[config.mk]
export PLATFORM = sky130hd
export DESIGN_NAME = memory_access
export DESIGN_NICKNAME = d
export VERILOG_FILES = /design/src/rtl/memory_access.sv
export SDC_FILE = /design/constraint.sdc
export NUM_CORES = 1
export LEC_CHECK = 0
export BUFFER_PORTS_ARGS = -buffer_cell sky130_fd_sc_hd__buf_2
export CAP_MARGIN = 20
export CORE_AREA = 3 3 153 155
export DETAILED_ROUTE_END_ITERATION = 7
export DIE_AREA = 0 0 156 158
export MAX_ROUTING_LAYER = met4
export PLACE_DENSITY = 0.77
export SLEW_MARGIN = 0
export SYNTH_ARGS = -nofsm -noshare
export SYNTH_HDL_FRONTEND = slang
export SYNTH_SLANG_ARGS = --single-unit
[constraint.sdc]
create_clock -name clk -period 2.1 [get_ports clk]
set_input_delay 0.42 -clock clk [delete_from_list [all_inputs] [get_ports clk]]
set_output_delay 0.42 -clock clk [all_outputs]
set_load 0.05 [all_outputs]
[src/rtl/memory_access.sv]
// LEGv8 memory-stage load/store unit: one req/ack access per instruction, stall while pending,
// bounded wait converts a hung memory into an err_M pulse. Optional macro: MEM_ALIGN_CHECK_EN.
module memory_access #(
  parameter int unsigned TIMEOUT = 16
) (
  input  logic        clk,
  input  logic        reset,
  input  logic        memRead_M,
  input  logic        memWrite_M,
  input  logic [63:0] aluResult_M,
  input  logic [63:0] writeData_M,
  output logic [63:0] readData_M,
  output logic        stall_M,
  output logic        err_M,
  output logic        mem_req,
  output logic        mem_we,
  output logic [63:0] mem_addr,
  output logic [63:0] mem_wdata,
  input  logic        mem_ack,
  input  logic [63:0] mem_rdata
);

  typedef enum logic [1:0] {IDLE, ACCESS, DONE, ERR} state_t;

  localparam logic [7:0] CNT_LAST = 8'(TIMEOUT - 1);

  state_t     state_q, state_d;
  logic [7:0] cnt_q;
  logic       req_any, req_both, misalign;

  assign req_any  = memRead_M | memWrite_M;
  assign req_both = memRead_M & memWrite_M;

`ifdef MEM_ALIGN_CHECK_EN
  assign misalign = (aluResult_M[2:0] != 3'b000);
`else
  assign misalign = 1'b0;
`endif

  always_comb begin
    state_d = state_q;
    case (state_q)
      IDLE: begin
        if (req_both)     state_d = ERR;
        else if (req_any) state_d = misalign ? ERR : ACCESS;
      end
      // ack takes priority over an expiring counter
      ACCESS: begin
        if (mem_ack)                state_d = DONE;
        else if (cnt_q == CNT_LAST) state_d = ERR;
      end
      DONE:    state_d = IDLE;
      ERR:     state_d = IDLE;
      default: state_d = IDLE;
    endcase
  end

  assign stall_M = ((state_q == IDLE) && req_any) || (state_q == ACCESS);
  assign err_M   = (state_q == ERR);

  always_ff @(posedge clk or negedge reset) begin
    if (!reset) begin
      state_q    <= IDLE;
      cnt_q      <= '0;
      mem_req    <= 1'b0;
      mem_we     <= 1'b0;
      mem_addr   <= '0;
      mem_wdata  <= '0;
      readData_M <= '0;
    end else begin
      state_q <= state_d;
      case (state_q)
        IDLE: begin
          if (state_d == ACCESS) begin
            mem_req   <= 1'b1;
            mem_we    <= memWrite_M;
            mem_addr  <= aluResult_M;
            mem_wdata <= writeData_M;
            cnt_q     <= '0;
          end
        end
        ACCESS: begin
          if (mem_ack) begin
            mem_req <= 1'b0;
            if (!mem_we) readData_M <= mem_rdata;
          end else if (cnt_q == CNT_LAST) begin
            mem_req <= 1'b0;
          end else begin
            cnt_q <= cnt_q + 8'd1;
          end
        end
        default: ;
      endcase
      // error path (timeout, illegal or misaligned) leaves no stale load data behind
      if (state_d == ERR) readData_M <= '0;
    end
  end

endmodule
---- Yosys cells after proc, flatten, opt, wreduce, memory -nomap -nowiden ----
Index checks and enable logic that the tools add are counted.
word-level totals
  register bits ........................... 204
  bits in read-only memories .............. 0
  output and inout port bits .............. 196
  word-level logic and storage cells ...... 49
  bits in writable memories ............... 0
  memories ................................ 0
  bits in latches ......................... 0
  input port bits ......................... 197
cells by class
  divide/modulo/power cells ............... 0
  order comparisons ....................... 0
  multiply operators ...................... 0
  eq/ne operators ......................... 11
  shift-type cells ........................ 0
  multiplexer cells ....................... 17
  bitwise logic cells ..................... 2
  $add $sub $neg .......................... 1
  reduce and logical (&&, ||, !) cells .... 11
operator list
  operator             number
  $mux 64              4
  $mux 8               3
  $pmux 8 s2           1
  $add 8x1->8 const B  1
  $eq 8x4->1 const B   1
  $mux 2               4
  $eq 2x2->1 const B   3
  $pmux 2 s3           1
  $reduce_and 3->1     2
  $reduce_bool 2->1    3
  $eq 2x1->1 const B   2
  $ne 2x1->1 const B   2
  $ne 2x2->1 const B   2
  $reduce_and 4->1     1
  $mux 1               3
  $ne 3x2->1 const B   1
  $logic_not 2->1      1
  $pmux 1 s2           1
  $reduce_and 2->1     1
  $reduce_or 2->1      1
  $and 1x1->1          1
  $logic_and 1x1->1    1
  $logic_or 1x1->1     1
  $or 1x1->1           1

---- Longest topological paths before layout ----
  depth after elaboration ................. 7
  depth in mapped cells ................... 6
  gate-level depth less buffers ........... 4

---- Worst setup path before layout ----
Ideal clock, no wire load.
  kind .................................... register -> register
  start ................................... register cnt_q[5]
  end ..................................... register readData_M[13]
  required time ........................... 1981 ps
  data arrival time ....................... 1711 ps
  period minus slack after synthesis ...... 1830 ps
  path slack .............................. 270 ps
  cell stages (with the launch flop) ...... 5
  library setup time ...................... 119 ps
  buffers on the path ..................... 1
  cell sequence ........................... dfrtp_1 > or4_4 > o31ai_4 > buf_6 > a21oi_2
between the ends
  cells in the longest elaborated chain, start to end .. 7
  elaborated cells between the ends (all ways) .. 10
  those cells by class .................... eq/ne: 3; mux: 4; reduce/logical: 3
ends and longest elaborated chain
  element                                                           RTL line  RTL
  start: declaration                                                28        logic [7:0] cnt_q;
  start signal: assignment                                          89        cnt_q <= cnt_q + 8'd1;
  $eq 8x4->1 *                                                      50        else if (cnt_q == CNT_LAST) state_d = ERR;
  $mux 2 *                                                          50
  $mux 2 *                                                          49        if (mem_ack) state_d = DONE;
  $pmux 2 s3 *                                                      42        case (state_q)
  $eq 2x2->1 *                                                      95        if (state_d == ERR) readData_M <= '0;
  $ne 2x1->1 (no line) / $reduce_bool 2->1 (equally long branches)  --
  $reduce_and 3->1 (no line)                                        --
  end signal: assignment                                            85        if (!mem_we) readData_M <= mem_rdata;
  end: declaration                                                  12        output logic [63:0] readData_M,
Mark *: on every way between the ends. The rest lies on a longest branch, timed or not.
A chain may end at the register's enable or synchronous reset.

---- Final worst setup path ----
  start ................................... register cnt_q[5]
  end ..................................... register readData_M[44]
Same word-level chain as after synthesis.

==> reports/metrics.csv <==
metric,value,unit
total negative slack,0,ns
Crit. Startpoint,cnt_q[5]$_DFFE_PN0P_,
Final Critical Period,1.91,ns
WL/cell,16.8,microns
dpl ws,0.197,ns
Setup crit start kind,flip-flop,
Ports,393,
std cell rows,54,
Yosys reg bits,204,
Final ANT Viol Nets,0,
post_cts resized,0,
CP Cell Sequence,or4_4 -> o31ai_4 -> buf_12 -> a21oi_1,
global-route wire length before repair,33.8,mm
die height,158,microns
Post-DP Area,10400,sq um
DRT Wirelength,22.0,mm
most frequent cells in the layout,"buf_2 (391), dfrtp_1 (204), nand2_1 (132)",
buffer depth of the longest clock path,3,
worst skew pair latency,0.49,ns
final setup margin,0.190,ns
Vias,6281,
Setup Skew,0.00796,ns
Mapped Area,8040,sq um
CTS Buf Count,23,
synth top area cells,"dfrtp_1 (63%), mux2_2 (18%), nand2_1 (6.2%)",
Levels on crit path,4,
vias in the first global route,6578,
Tcrit/Tclk final,91.0,%
Initial Utilization,36.6,%
largest net degree at the start of global routing,65,
Slew Limit Fails,0,
Synth-to-Final Area Change,39.5,%
initial antenna violation count,2,
register area share after synthesis,63.5,%
port bufs,392,
Worst Setup End Kind,flip-flop,
final hold vios,0,
Sink Count,204,
"Data required, critical path",2.45,ns
fmax,524,MHz
post-CTS setup buffer count,0,
Vias/cell,4.78,
core area,22000,sq um
CTS Hold Bufs,1,
unrepaired setup endpoints after global routing,false,
worst path buffer plus inverter count,1,
WHS,0.153,ns
drt initial violations,260,
Setup Crit Path Kind,reg2reg,
clock transition at the registers of the reported paths,0.06,ns
R2R Path End,readData_M[44]$_DFFE_PN0P_,
"most common cell after layout, fill and taps aside",buf_2,
post-route cell area,11200,sq um
share of the synthesized area in the top cell type,63.5,%
TritonRoute pass-1 iters,4,
Fillers,1947,
number of library cell types mapped by synthesis,38,
Overflow after GRT,0,
TritonCTS clock tree,done,
# DRC,0,
Die Area,24600,sq um
"area leader, netlist",dfrtp_1,
worst r2r src,cnt_q[5]$_DFFE_PN0P_,
max_cap viols,0,
relative slew slack,65.3,%
Crit path arrival time,2.26,ns
CP top delay family,simple AND/OR/NAND/NOR gates,
Static Leak,0.00551,uW
Die Width,156,microns
"Setup violations, final",0,
layout cells sized above 1,58.2,%
GRT Overall Usage,17.4,%
Slowest Stage Delay on Critical Path,0.58,ns
FF-to-FF path depth,4,
Cells after Synth,618,
VDD IR max,0.901,mV
clk root buf,clkbuf_16,
"Avg Cell Area, Syn",13.0,sq um
Finished Layout Cells,1313,
YS warnings,0,
post-DP HPWL,16.4,mm
r2r setup slk,0.19,ns
net count after synthesis,816,
Worst Tran Pin Value,0.515,ns
gpl congestion,0.813,
status,completed,
Nets,1216,
placed cell count,1272,
min-delay worst type,in2reg,
CTS HTree Levels,1,
PD cells,1990,nW/um^2
Critical-path top delay cell,or4_4,
worst setup path end,readData_M[44]$_DFFE_PN0P_,
largest fanout on the critical path,64,
[cells by family after synthesis]
family / share of synthesized area (%)
DFF: 63.5
and+or+nand+nor: 8.17
muxes: 18.2
AOI/OAI and AO/OA: 6.97
buffers and inverters: 2.96
xor gates and xnor gates: 0.109
adders and majority gates: 0.156
[where the power goes]
part / switching (uW) / total (uW) / internal, uW / leakage, uW
sequential: 930 / 6620 / 5690 / 0.00252
combinational: 8450 / 11700 / 3200 / 0.00262
clock: 1510 / 4020 / 2510 / 0.000368
[cell usage after synthesis]
cell / n
nor4_1: 1
or4_1: 4
mux2_2: 128
or3b_4: 1
inv_1: 3
nand2_1: 132
nor4bb_1: 1
a21bo_2: 1
a21oi_1: 49
a21oi_2: 20
nor2b_1: 1
buf_4: 6
a2111oi_0: 1
dfrtp_1: 204
or4_4: 1
xnor2_1: 1
mux2i_1: 2
nor3b_1: 1
o31ai_4: 1
ha_1: 1
nor3_1: 3
o21bai_1: 1
nand4_1: 1
and2_1: 1
nor2_1: 2
or4bb_1: 1
a211oi_1: 3
o31ai_1: 3
buf_2: 10
nand3_1: 3
a2bb2oi_1: 1
clkbuf_1: 13
a41oi_1: 1
buf_6: 7
buf_1: 1
o21ai_0: 6
nand4bb_1: 1
or2_2: 1
[cell type report]
| cell class | instances | area [sq um] | area share (%) |
|---|---|---|---|
| sequential | 204 | 5100 | 45.5 |
| multi-input combinational | 374 | 2730 | 24.3 |
| timing repair buffer | 412 | 2260 | 20.2 |
| clock buffer | 32 | 649 | 5.79 |
| tap | 280 | 350 | 3.12 |
| clock inverter | 6 | 108 | 0.959 |
| inverter | 3 | 11.3 | 0.100 |
| antenna | 2 | 5.00 | 0.0446 |
[through the flow]
stage	utilization (%)	power (uW)
after detailed placement	47.6	18400
after global placement	47.6	18200
after floorplan	-	15400
after global routing	51.1	23400
final	51.1	22300
after CTS	51.1	22500
[flip-flops by register name (all words and copies together), names as in the netlist]
signal,flops
mem_req,1
state_q,2
cnt_q,8
mem_wdata,64
mem_we,1
mem_addr,64
readData_M,64
[layer usage]
metal  global-route usage, %  wire length, microns  vias to the layer above
li1                        -                     -                     2922
met1                    20.2                  8380                     3052
met2                    30.5                 11300                      281
met3                    4.24                  1880                       26
met4                    4.12                   415                        0
met5                       -                     0                        -
[how the worst min path moves through the flow]
stage	startpoint	to	cells past startpoint
after CTS	aluResult_M[49]	mem_addr[49]$_DFFE_PN0P_	2
after detailed placement	reset	mem_wdata[56]$_DFFE_PN0P_	1
after global routing	aluResult_M[14]	mem_addr[14]$_DFFE_PN0P_	2
final	aluResult_M[10]	mem_addr[10]$_DFFE_PN0P_	2
after floorplan	reset	cnt_q[0]$_DFFE_PN0P_	0
after global placement	reset	mem_addr[28]$_DFFE_PN0P_	1
Power figures use the tool's default switching activity.
